### src/rtl/uart_pkg.sv
// Shared UART definitions: FSM state encoding, baud-rate select encoding and
// bit-period divisors. Used by both the transmitter and the receiver.
package uart_pkg;

  typedef enum logic [1:0] {
    ST_IDLE  = 2'd0,
    ST_START = 2'd1,
    ST_DATA  = 2'd2,
    ST_STOP  = 2'd3
  } uart_state_e;

  typedef enum logic [1:0] {
    BAUD_9600   = 2'b00,
    BAUD_19200  = 2'b01,
    BAUD_57600  = 2'b10,
    BAUD_115200 = 2'b11
  } baud_sel_e;

  localparam int unsigned DEFAULT_CLK_FREQ = 50_000_000;

  function automatic int unsigned baud_rate(input baud_sel_e sel);
    case (sel)
      BAUD_9600:   return 9600;
      BAUD_19200:  return 19200;
      BAUD_57600:  return 57600;
      BAUD_115200: return 115200;
      default:     return 9600;
    endcase
  endfunction

  // Clock cycles per bit, truncated.
  function automatic int unsigned bit_div(input int unsigned clk_freq, input baud_sel_e sel);
    return clk_freq / baud_rate(sel);
  endfunction

  // The slowest rate has the largest divisor and sets the counter width.
  function automatic int cnt_width(input int unsigned clk_freq);
    int w;
    w = $clog2(bit_div(clk_freq, BAUD_9600));
    return (w < 1) ? 1 : w;
  endfunction

  localparam int unsigned DIV_9600   = bit_div(DEFAULT_CLK_FREQ, BAUD_9600);
  localparam int unsigned DIV_19200  = bit_div(DEFAULT_CLK_FREQ, BAUD_19200);
  localparam int unsigned DIV_57600  = bit_div(DEFAULT_CLK_FREQ, BAUD_57600);
  localparam int unsigned DIV_115200 = bit_div(DEFAULT_CLK_FREQ, BAUD_115200);

endpackage

### src/rtl/uart_tx_prescaler_if.sv
// Transmit-side handshake and line signals between a byte source and the
// UART transmitter.
interface uart_tx_prescaler_if;
  logic [7:0] tx_data;
  logic       tx_start;
  logic [1:0] baudrate_sel;
  logic       tx_serial;
  logic       tx_busy;
  logic       tx_done;

  modport master (
    output tx_data, tx_start, baudrate_sel,
    input  tx_serial, tx_busy, tx_done
  );

  modport slave (
    input  tx_data, tx_start, baudrate_sel,
    output tx_serial, tx_busy, tx_done
  );
endinterface

### src/rtl/uart_baud_gen.sv
// Bit-period prescaler: counts clock cycles and flags the last cycle of each
// bit period (bit_tick) and the cycle before it (tick_early).
module uart_baud_gen
  import uart_pkg::*;
#(
  parameter int unsigned CLK_FREQ = DEFAULT_CLK_FREQ
) (
  input  logic      clock,
  input  logic      reset,
  input  logic      clear,
  input  baud_sel_e rate,
  output logic      bit_tick,
  output logic      tick_early
);

  localparam int CNT_W = cnt_width(CLK_FREQ);

  localparam logic [CNT_W-1:0] LAST_9600   = CNT_W'(bit_div(CLK_FREQ, BAUD_9600) - 1);
  localparam logic [CNT_W-1:0] LAST_19200  = CNT_W'(bit_div(CLK_FREQ, BAUD_19200) - 1);
  localparam logic [CNT_W-1:0] LAST_57600  = CNT_W'(bit_div(CLK_FREQ, BAUD_57600) - 1);
  localparam logic [CNT_W-1:0] LAST_115200 = CNT_W'(bit_div(CLK_FREQ, BAUD_115200) - 1);

  logic [CNT_W-1:0] cnt_q;
  logic [CNT_W-1:0] last_cnt;

  always_comb begin
    last_cnt = LAST_9600;
    case (rate)
      BAUD_9600:   last_cnt = LAST_9600;
      BAUD_19200:  last_cnt = LAST_19200;
      BAUD_57600:  last_cnt = LAST_57600;
      BAUD_115200: last_cnt = LAST_115200;
      default:     last_cnt = LAST_9600;
    endcase
  end

  // Wrapping to zero on every period keeps bit boundaries drift-free.
  always_ff @(posedge clock) begin
    if (reset || clear) begin
      cnt_q <= '0;
    end else if (cnt_q == last_cnt) begin
      cnt_q <= '0;
    end else begin
      cnt_q <= cnt_q + 1'b1;
    end
  end

  assign bit_tick   = (cnt_q == last_cnt);
  assign tick_early = (cnt_q == (last_cnt - 1'b1));

endmodule

### src/rtl/uart_tx_prescaler.sv
// UART transmitter, 8N1, LSB first, with selectable baud rate.
//   state    | meaning
//   ST_IDLE  | line high, waiting for tx_start
//   ST_START | driving start bit (0)
//   ST_DATA  | driving data bit idx_q
//   ST_STOP  | driving stop bit (1); tx_done in its last cycle
module uart_tx_prescaler
  import uart_pkg::*;
#(
  parameter int unsigned CLK_FREQ = DEFAULT_CLK_FREQ
) (
  input  logic                 clock,
  input  logic                 reset,
  uart_tx_prescaler_if.slave   tx
);

  uart_state_e state_q, state_d;
  logic [7:0]  shift_q, shift_d;
  logic [2:0]  idx_q, idx_d;
  baud_sel_e   rate_q, rate_d;
  logic        serial_q, serial_d;
  logic        busy_q, busy_d;
  logic        done_q, done_d;
  logic        bit_tick;
  logic        tick_early;
  logic        baud_clear;

  // Holding the prescaler cleared in IDLE aligns the first bit to the accept edge.
  assign baud_clear = (state_q == ST_IDLE);

  uart_baud_gen #(
    .CLK_FREQ (CLK_FREQ)
  ) u_baud_gen (
    .clock      (clock),
    .reset      (reset),
    .clear      (baud_clear),
    .rate       (rate_q),
    .bit_tick   (bit_tick),
    .tick_early (tick_early)
  );

  always_ff @(posedge clock) begin
    if (reset) begin
      state_q  <= ST_IDLE;
      shift_q  <= 8'h00;
      idx_q    <= 3'd0;
      rate_q   <= BAUD_9600;
      serial_q <= 1'b1;
      busy_q   <= 1'b0;
      done_q   <= 1'b0;
    end else begin
      state_q  <= state_d;
      shift_q  <= shift_d;
      idx_q    <= idx_d;
      rate_q   <= rate_d;
      serial_q <= serial_d;
      busy_q   <= busy_d;
      done_q   <= done_d;
    end
  end

  always_comb begin
    state_d  = state_q;
    shift_d  = shift_q;
    idx_d    = idx_q;
    rate_d   = rate_q;
    serial_d = serial_q;
    busy_d   = busy_q;
    done_d   = 1'b0;

    case (state_q)
      ST_IDLE: begin
        if (tx.tx_start) begin
          state_d  = ST_START;
          shift_d  = tx.tx_data;
          rate_d   = baud_sel_e'(tx.baudrate_sel);
          idx_d    = 3'd0;
          serial_d = 1'b0;
          busy_d   = 1'b1;
        end
      end

      ST_START: begin
        if (bit_tick) begin
          state_d  = ST_DATA;
          serial_d = shift_q[0];
          shift_d  = {1'b0, shift_q[7:1]};
        end
      end

      ST_DATA: begin
        if (bit_tick) begin
          if (idx_q == 3'd7) begin
            state_d  = ST_STOP;
            serial_d = 1'b1;
          end else begin
            serial_d = shift_q[0];
            shift_d  = {1'b0, shift_q[7:1]};
            idx_d    = idx_q + 1'b1;
          end
        end
      end

      ST_STOP: begin
        // Registered, so it is raised one cycle ahead to land on the final stop cycle.
        done_d = tick_early;
        if (bit_tick) begin
          state_d  = ST_IDLE;
          serial_d = 1'b1;
          busy_d   = 1'b0;
        end
      end

      default: begin
        state_d  = ST_IDLE;
        serial_d = 1'b1;
        busy_d   = 1'b0;
      end
    endcase
  end

  assign tx.tx_serial = serial_q;
  assign tx.tx_busy   = busy_q;
  assign tx.tx_done   = done_q;

endmodule

### src/flat_wrapper.sv
// flat-port wrapper written by rule: the top's interface ports become plain ports
module uart_tx_prescaler_flat import uart_pkg::*;
#(
  parameter int unsigned CLK_FREQ = DEFAULT_CLK_FREQ
)
  (clock, reset, tx_tx_data, tx_tx_start, tx_baudrate_sel, tx_tx_serial, tx_tx_busy, tx_tx_done);
  uart_tx_prescaler_if tx_i ();
  input  logic clock;
  input  logic reset;
  input wire logic [$bits(tx_i.tx_data)-1:0] tx_tx_data;
  input wire logic [$bits(tx_i.tx_start)-1:0] tx_tx_start;
  input wire logic [$bits(tx_i.baudrate_sel)-1:0] tx_baudrate_sel;
  output wire logic [$bits(tx_i.tx_serial)-1:0] tx_tx_serial;
  output wire logic [$bits(tx_i.tx_busy)-1:0] tx_tx_busy;
  output wire logic [$bits(tx_i.tx_done)-1:0] tx_tx_done;
  assign tx_i.tx_data = tx_tx_data;
  assign tx_i.tx_start = tx_tx_start;
  assign tx_i.baudrate_sel = tx_baudrate_sel;
  assign tx_tx_serial = tx_i.tx_serial;
  assign tx_tx_busy = tx_i.tx_busy;
  assign tx_tx_done = tx_i.tx_done;
  uart_tx_prescaler #(.CLK_FREQ(CLK_FREQ)) u_core (.clock(clock), .reset(reset), .tx(tx_i));
endmodule
### config.mk
export PLATFORM = sky130hd
export DESIGN_NAME = uart_tx_prescaler_flat
export DESIGN_NICKNAME = d
export VERILOG_FILES = /design/src/rtl/uart_pkg.sv /design/src/rtl/uart_tx_prescaler_if.sv /design/src/rtl/uart_baud_gen.sv /design/src/rtl/uart_tx_prescaler.sv /design/src/flat_wrapper.sv
export SDC_FILE = /design/constraint.sdc
export NUM_CORES = 1
export LEC_CHECK = 0
export ABC_AREA = 1
export CORE_MARGIN = 1
export CORE_UTILIZATION = 45
export CTS_CLUSTER_SIZE = 25
export DETAILED_ROUTE_END_ITERATION = 10
export GPL_TIMING_DRIVEN = 0
export PLACE_DENSITY = 0.76
export SYNTH_ARGS = -nofsm -noshare
export SYNTH_HDL_FRONTEND = slang
export SYNTH_SLANG_ARGS = --single-unit
### constraint.sdc
create_clock -name clock -period 4.5 [get_ports clock]
set_input_delay 1.35 -clock clock [delete_from_list [all_inputs] [get_ports clock]]
set_output_delay 1.35 -clock clock [all_outputs]
set_load 0.01 [all_outputs]
# [Word-level counts from Yosys, hierarchy flattened]
# Index checks and enable logic that the tools add are counted.
[totals] wordCells=66 inputBits=13 reg_bits=31 out_inout_bits=3
[classes] addsub=3 n_reduce_logical=14 bitwise_logic=1 eq_ne=15 n_mux=25
[op_table] cell="$pmux 13 s4" n=1
[op_table] cell="$mux 8" n=4
[op_table] cell="$eq 13x13->1" n=2
[op_table] cell="$pmux 8 s3" n=1
[op_table] cell="$add 13x1->13 const B" n=1
[op_table] cell="$sub 13x1->13 const B" n=1
[op_table] cell="$mux 2" n=5
[op_table] cell="$reduce_and 5->1" n=2
[op_table] cell="$mux 3" n=3
[op_table] cell="$eq 2x2->1 const B" n=4
[op_table] cell="$ne 2x1->1 const B" n=4
[op_table] cell="$pmux 2 s4" n=1
[op_table] cell="$reduce_and 4->1" n=2
[op_table] cell="$mux 1" n=7
[op_table] cell="$pmux 3 s2" n=1
[op_table] cell="$eq 2x1->1 const B" n=2
[op_table] cell="$logic_not 2->1" n=2
[op_table] cell="$ne 2x2->1 const B" n=2
[op_table] cell="$pmux 1 s4" n=1
[op_table] cell="$reduce_bool 2->1" n=2
[op_table] cell="$reduce_or 2->1" n=2
[op_table] cell="$add 3x1->3 const B" n=1
[op_table] cell="$eq 3x3->1 const B" n=1
[op_table] cell="$reduce_and 3->1" n=1
[op_table] cell="5 further kinds" n=5

# [Depth between registers and ports, before layout]
[depth] ltp_word=5 mapped_depth=15

# [Cells and area by module]
# A second synthesis with hierarchy kept.
[unflattened] hier_cells=299 hier_area_um2=1948.1
[modules_own_cells] mod="uart_tx_prescaler" cells_per_inst=154 n_inst=1 area_each_um2=1002.2
[modules_own_cells] mod="uart_baud_gen" cells_per_inst=145 n_inst=1 area_each_um2=945.9

# [Least setup slack after synthesis]
# No wires, ideal clock.
[synth_timing] path_type="input port to flip-flop" startpoint="input port tx_tx_start" endpoint="register u_core.idx_q[0]" setup_ns=0.113 path_buffers=0 path_stages=7 t_arrival_ns=1.960 slack_ns=2.427 path_cell_list="nand2_1 -> o21ai_0 -> inv_1 -> nor2_2 -> o21ai_0 -> nand2_1 -> nor2_1"
[synth_via] elab_chain_len=2
[synth_rtl] element="start: declaration" line="flat_wrapper.sv:11" source="input wire logic [$bits(tx_i.tx_start)-1:0] tx_tx_start;"
[synth_rtl] element="$ne 2x2->1 (no line)"
[synth_rtl] element="$reduce_and 4->1 (no line)"
[synth_rtl] element="end signal: assignment" line="uart_tx_prescaler.sv:54" source="idx_q <= idx_d;"
[synth_rtl] element="end: declaration" line="uart_tx_prescaler.sv:19" source="logic [2:0] idx_q, idx_d;"
# Every way passes these cells.
# A chain may end at the register's enable or synchronous reset.

# [Worst setup path after layout]
[layout_timing] startpoint="register u_core.serial_q (netlist: u_core.tx.tx_serial)" endpoint="output port tx_tx_serial"
[layout_lines] element="start: declaration" line="uart_tx_prescaler.sv:21" source="logic serial_q, serial_d;"
[layout_lines] element="start signal: assignment" line="uart_tx_prescaler.sv:56" source="serial_q <= serial_d;"
[layout_lines] element="end: declaration" line="flat_wrapper.sv:13" source="output wire logic [$bits(tx_i.tx_serial)-1:0] tx_tx_serial;"
# No word-level cell between the ends.

==> results_dict.tcl <==
set metrics [dict create \
    insertion_delay_ns 0.28 \
    critPathTopFamily "buffers and inverters" \
    grt_pass1_wl_mm 5.671 \
    portBuffers 15 \
    tns_ns 0 \
    arrival_ns 1.14 \
    async_flop_share_pct 0 \
    startpoint_type "flop" \
    drt_iter0_markers 76 \
    clockPowerShare_pct 18.5 \
    drive_gt1_share_pct 5.861 \
    track_usage_pct 17.91 \
    hold_start "u_core.tx.tx_busy$_SDFFE_PP0P_" \
    finalInstanceArea_sq_um 2021 \
    hold_buffers 0 \
    crit_slowest_cell "clkdlybuf4s50_1" \
    whs_path_depth 2 \
    clock_sinks 31 \
    wl_per_cell_microns 10.34 \
    cts_buffers 5 \
    worst_slew_pin_slew_ns 0.5466 \
    grt_setup_unrepaired "no" \
    slowest_delay_ns 0.54 \
    row_count 22 \
    htreeDepth 2 \
    cts_setup_buffers 0 \
    cts_root_buffer "clkbuf_8" \
    power_density_nw_per_um2 535.8 \
    slew-limit-headroom_pct 63.22 \
    synthTopCellsByArea "dfxtp_1, nand2_1, nor2_1" \
    finClkSkew_ns 0.008680 \
    grt_antenna_before_repair 0 \
    placed_cell_area_sq_um 1948 \
    fillers 348 \
    internal-power_uw 632.4 \
    post_cts_resized 0 \
    p_sw_share_pct 41.59 \
    hold_class "reg2reg" \
    slew_viol_final 0 \
    viasPerCell 4.847 \
    fin_crit_sh_pct 55.44 \
    drc 0 \
    io_pins 16 \
    syn_nets 278 \
    min_period_ns 2.495 \
    synth.yosys.warnings 0 \
    synth_area_leader_cell "dfxtp_1" \
    fin_nets 300 \
    crit_buf_inv 1 \
    hold_viol_final 0 \
    overflow 0 \
    fp.dieArea_sq_um 4115 \
    ys_ff_latch 31 \
    yosysSeqAreaShare_pct 35.71 \
    grt_pass1_vias 1379 \
    reg2regPathDepth 15 \
    sequentialPowerShare_pct 36.2 \
    ir_drop_uv 318.6 \
    worst_setup_path_end_kind "output pin" \
    r2r_start "u_core.rate_q[0]$_SDFFE_PP0P_" \
    synth.distinct_cells 26 \
    fp.dieH_microns 64.15 \
    crit_cells 1 \
    path_class "reg2out" \
    pwr-share-comb_pct 45.2 \
    synthFlopType "dfxtp_1" \
    area_growth_pct 16.27 \
    diodes 0 \
    clock_path_buffers 2 \
    die_w_microns 64.15 \
    setup_viol 0 \
    switchingPower_uw 450.2 \
    synth_top_area_share_pct 35.71 \
    rrSetupSlack_ns 2.37 \
    synth_common_cells "nand2_1, nor2_1, dfxtp_1" \
    start_util_pct 47.12 \
    finalWeightedCongestion 0.7976 \
    core_area_sq_um 3689 \
    drt-pass1-iter-count 4 \
    status "complete, no violations" \
    cp.required_ns 3.15 \
    synth.most_common_cell "nand2_1" \
    cts_tree "yes" \
    crit_start "u_core.tx.tx_serial$_SDFFE_PP1P_" \
    synth_edf_count 0 \
    grt_start_max_net_pins 11 \
    synth_area_sq_um 1738 \
    path_cells "clkdlybuf4s50_1" \
    ant_nets 0 \
    postSynthCellCount 252 \
    clk_pin_slew_worst_paths_ns 0.06 \
    crit_end "tx_tx_serial" \
    leakage_nw 0.8670 \
    synth.avg_cell_area_sq_um 6.896 \
    worst-path-max-fanout 2 \
    drv_cap 0 \
    vias 1556 \
    max_freq_ghz 0.4008 \
    hpwl_mm 2.471 \
    drt-total-wl_mm 3.320 \
    r2r-end "u_core.shift_q[2]$_SDFFE_PP0P_" \
]
==> layout by cell type (no fill, tap or decap), drive strengths merged, types with 2 or more instances in the layout <==
cell	count
xor2	7
nand4	6
nor2	49
nand2	63
nand3	8
dfxtp	31
inv	28
clkbuf	8
o21ai	20
a31oi	2
ha	13
xnor2	3
nor3	3
clkdlybuf4s50	15
a21oi	9
nor4	3
==> worst min path at each step <==
stage / to / slack (ns)
after floorplan: u_core.u_baud_gen.cnt_q[0]$_SDFF_PP0_ / 0.44
final: u_core.tx.tx_busy$_SDFFE_PP0P_ / 0.48
after detailed placement: u_core.tx.tx_serial$_SDFFE_PP1P_ / 0.47
after CTS: u_core.tx.tx_busy$_SDFFE_PP0P_ / 0.49
after global routing: u_core.u_baud_gen.cnt_q[0]$_SDFF_PP0_ / 0.51
after global placement: u_core.tx.tx_serial$_SDFFE_PP1P_ / 0.46
==> final cells by class <==
cell class,count,area [sq um],share of cell area [%]
inverter,29,108.9,5.387
tap,48,60.06,2.972
multi-input combinational,189,996.0,49.29
clock buffer,6,72.57,3.591
buffer,3,12.51,0.6192
timing repair buffer,15,150.1,7.430
sequential,31,620.6,30.71
==> routing by layer <==
metal | track usage, % | share of wire, %
met5 | 0 | 0
met4 | 5.833 | 1.4
met3 | 5.893 | 5.0
met2 | 29.65 | 44
met1 | 21.77 | 50
==> cells by family after synthesis <==
kind of cell / synth area share, %
buffers and inverters: 6.983
AND/OR/NAND/NOR: 33.84
adder cells (fa/ha/maj): 9.359
flip-flops: 35.71
XOR/XNOR: 5.040
AO/OA/AOI/OAI: 9.071
==> registers in the layout, indices dropped and copies added (netlist names) <==
| register | flops |
|---|---|
| u_core.idx_q | 3 |
| u_core.tx.tx_busy | 1 |
| u_core.tx.tx_done | 1 |
| u_core.u_baud_gen.cnt_q | 13 |
| u_core.state_q | 2 |
| u_core.rate_q | 2 |
| u_core.shift_q | 8 |
| u_core.tx.tx_serial | 1 |
==> worst min-delay path: stages, from the launching register on <==
cell,delay (ns)
dfxtp_1,0.31
o21ai_0,0.07
a21oi_1,0.06
==> power groups by stage <==
| stage | registers, mW | logic, mW | clock network [mW] |
|---|---|---|---|
| 2_1_floorplan | 0.390 | 0.384 | 0 |
| 3_3_place_gp | 0.397 | 0.482 | 0 |
| 3_5_place_dp | 0.398 | 0.490 | 0 |
| 4_1_cts | 0.392 | 0.494 | 0.205 |
| 5_1_grt | 0.403 | 0.561 | 0.219 |
| 6_report | 0.392 | 0.490 | 0.200 |
==> through the flow <==
step	cells	power [mW]	utilization (%)	setup slack (ns)	hold WS [ns]
3_5_place_dp	315	0.8887	52.82	1.758	0.4739
2_1_floorplan	252	0.7747	-	2.427	0.4415
3_3_place_gp	315	0.8788	52.82	1.744	0.4583
4_1_cts	321	1.091	54.78	1.994	0.4865
5_1_grt	321	1.183	54.78	1.939	0.5069
6_report	321	1.083	54.78	2.005	0.4845
Note: power is estimated with default switching activity, not from simulation.
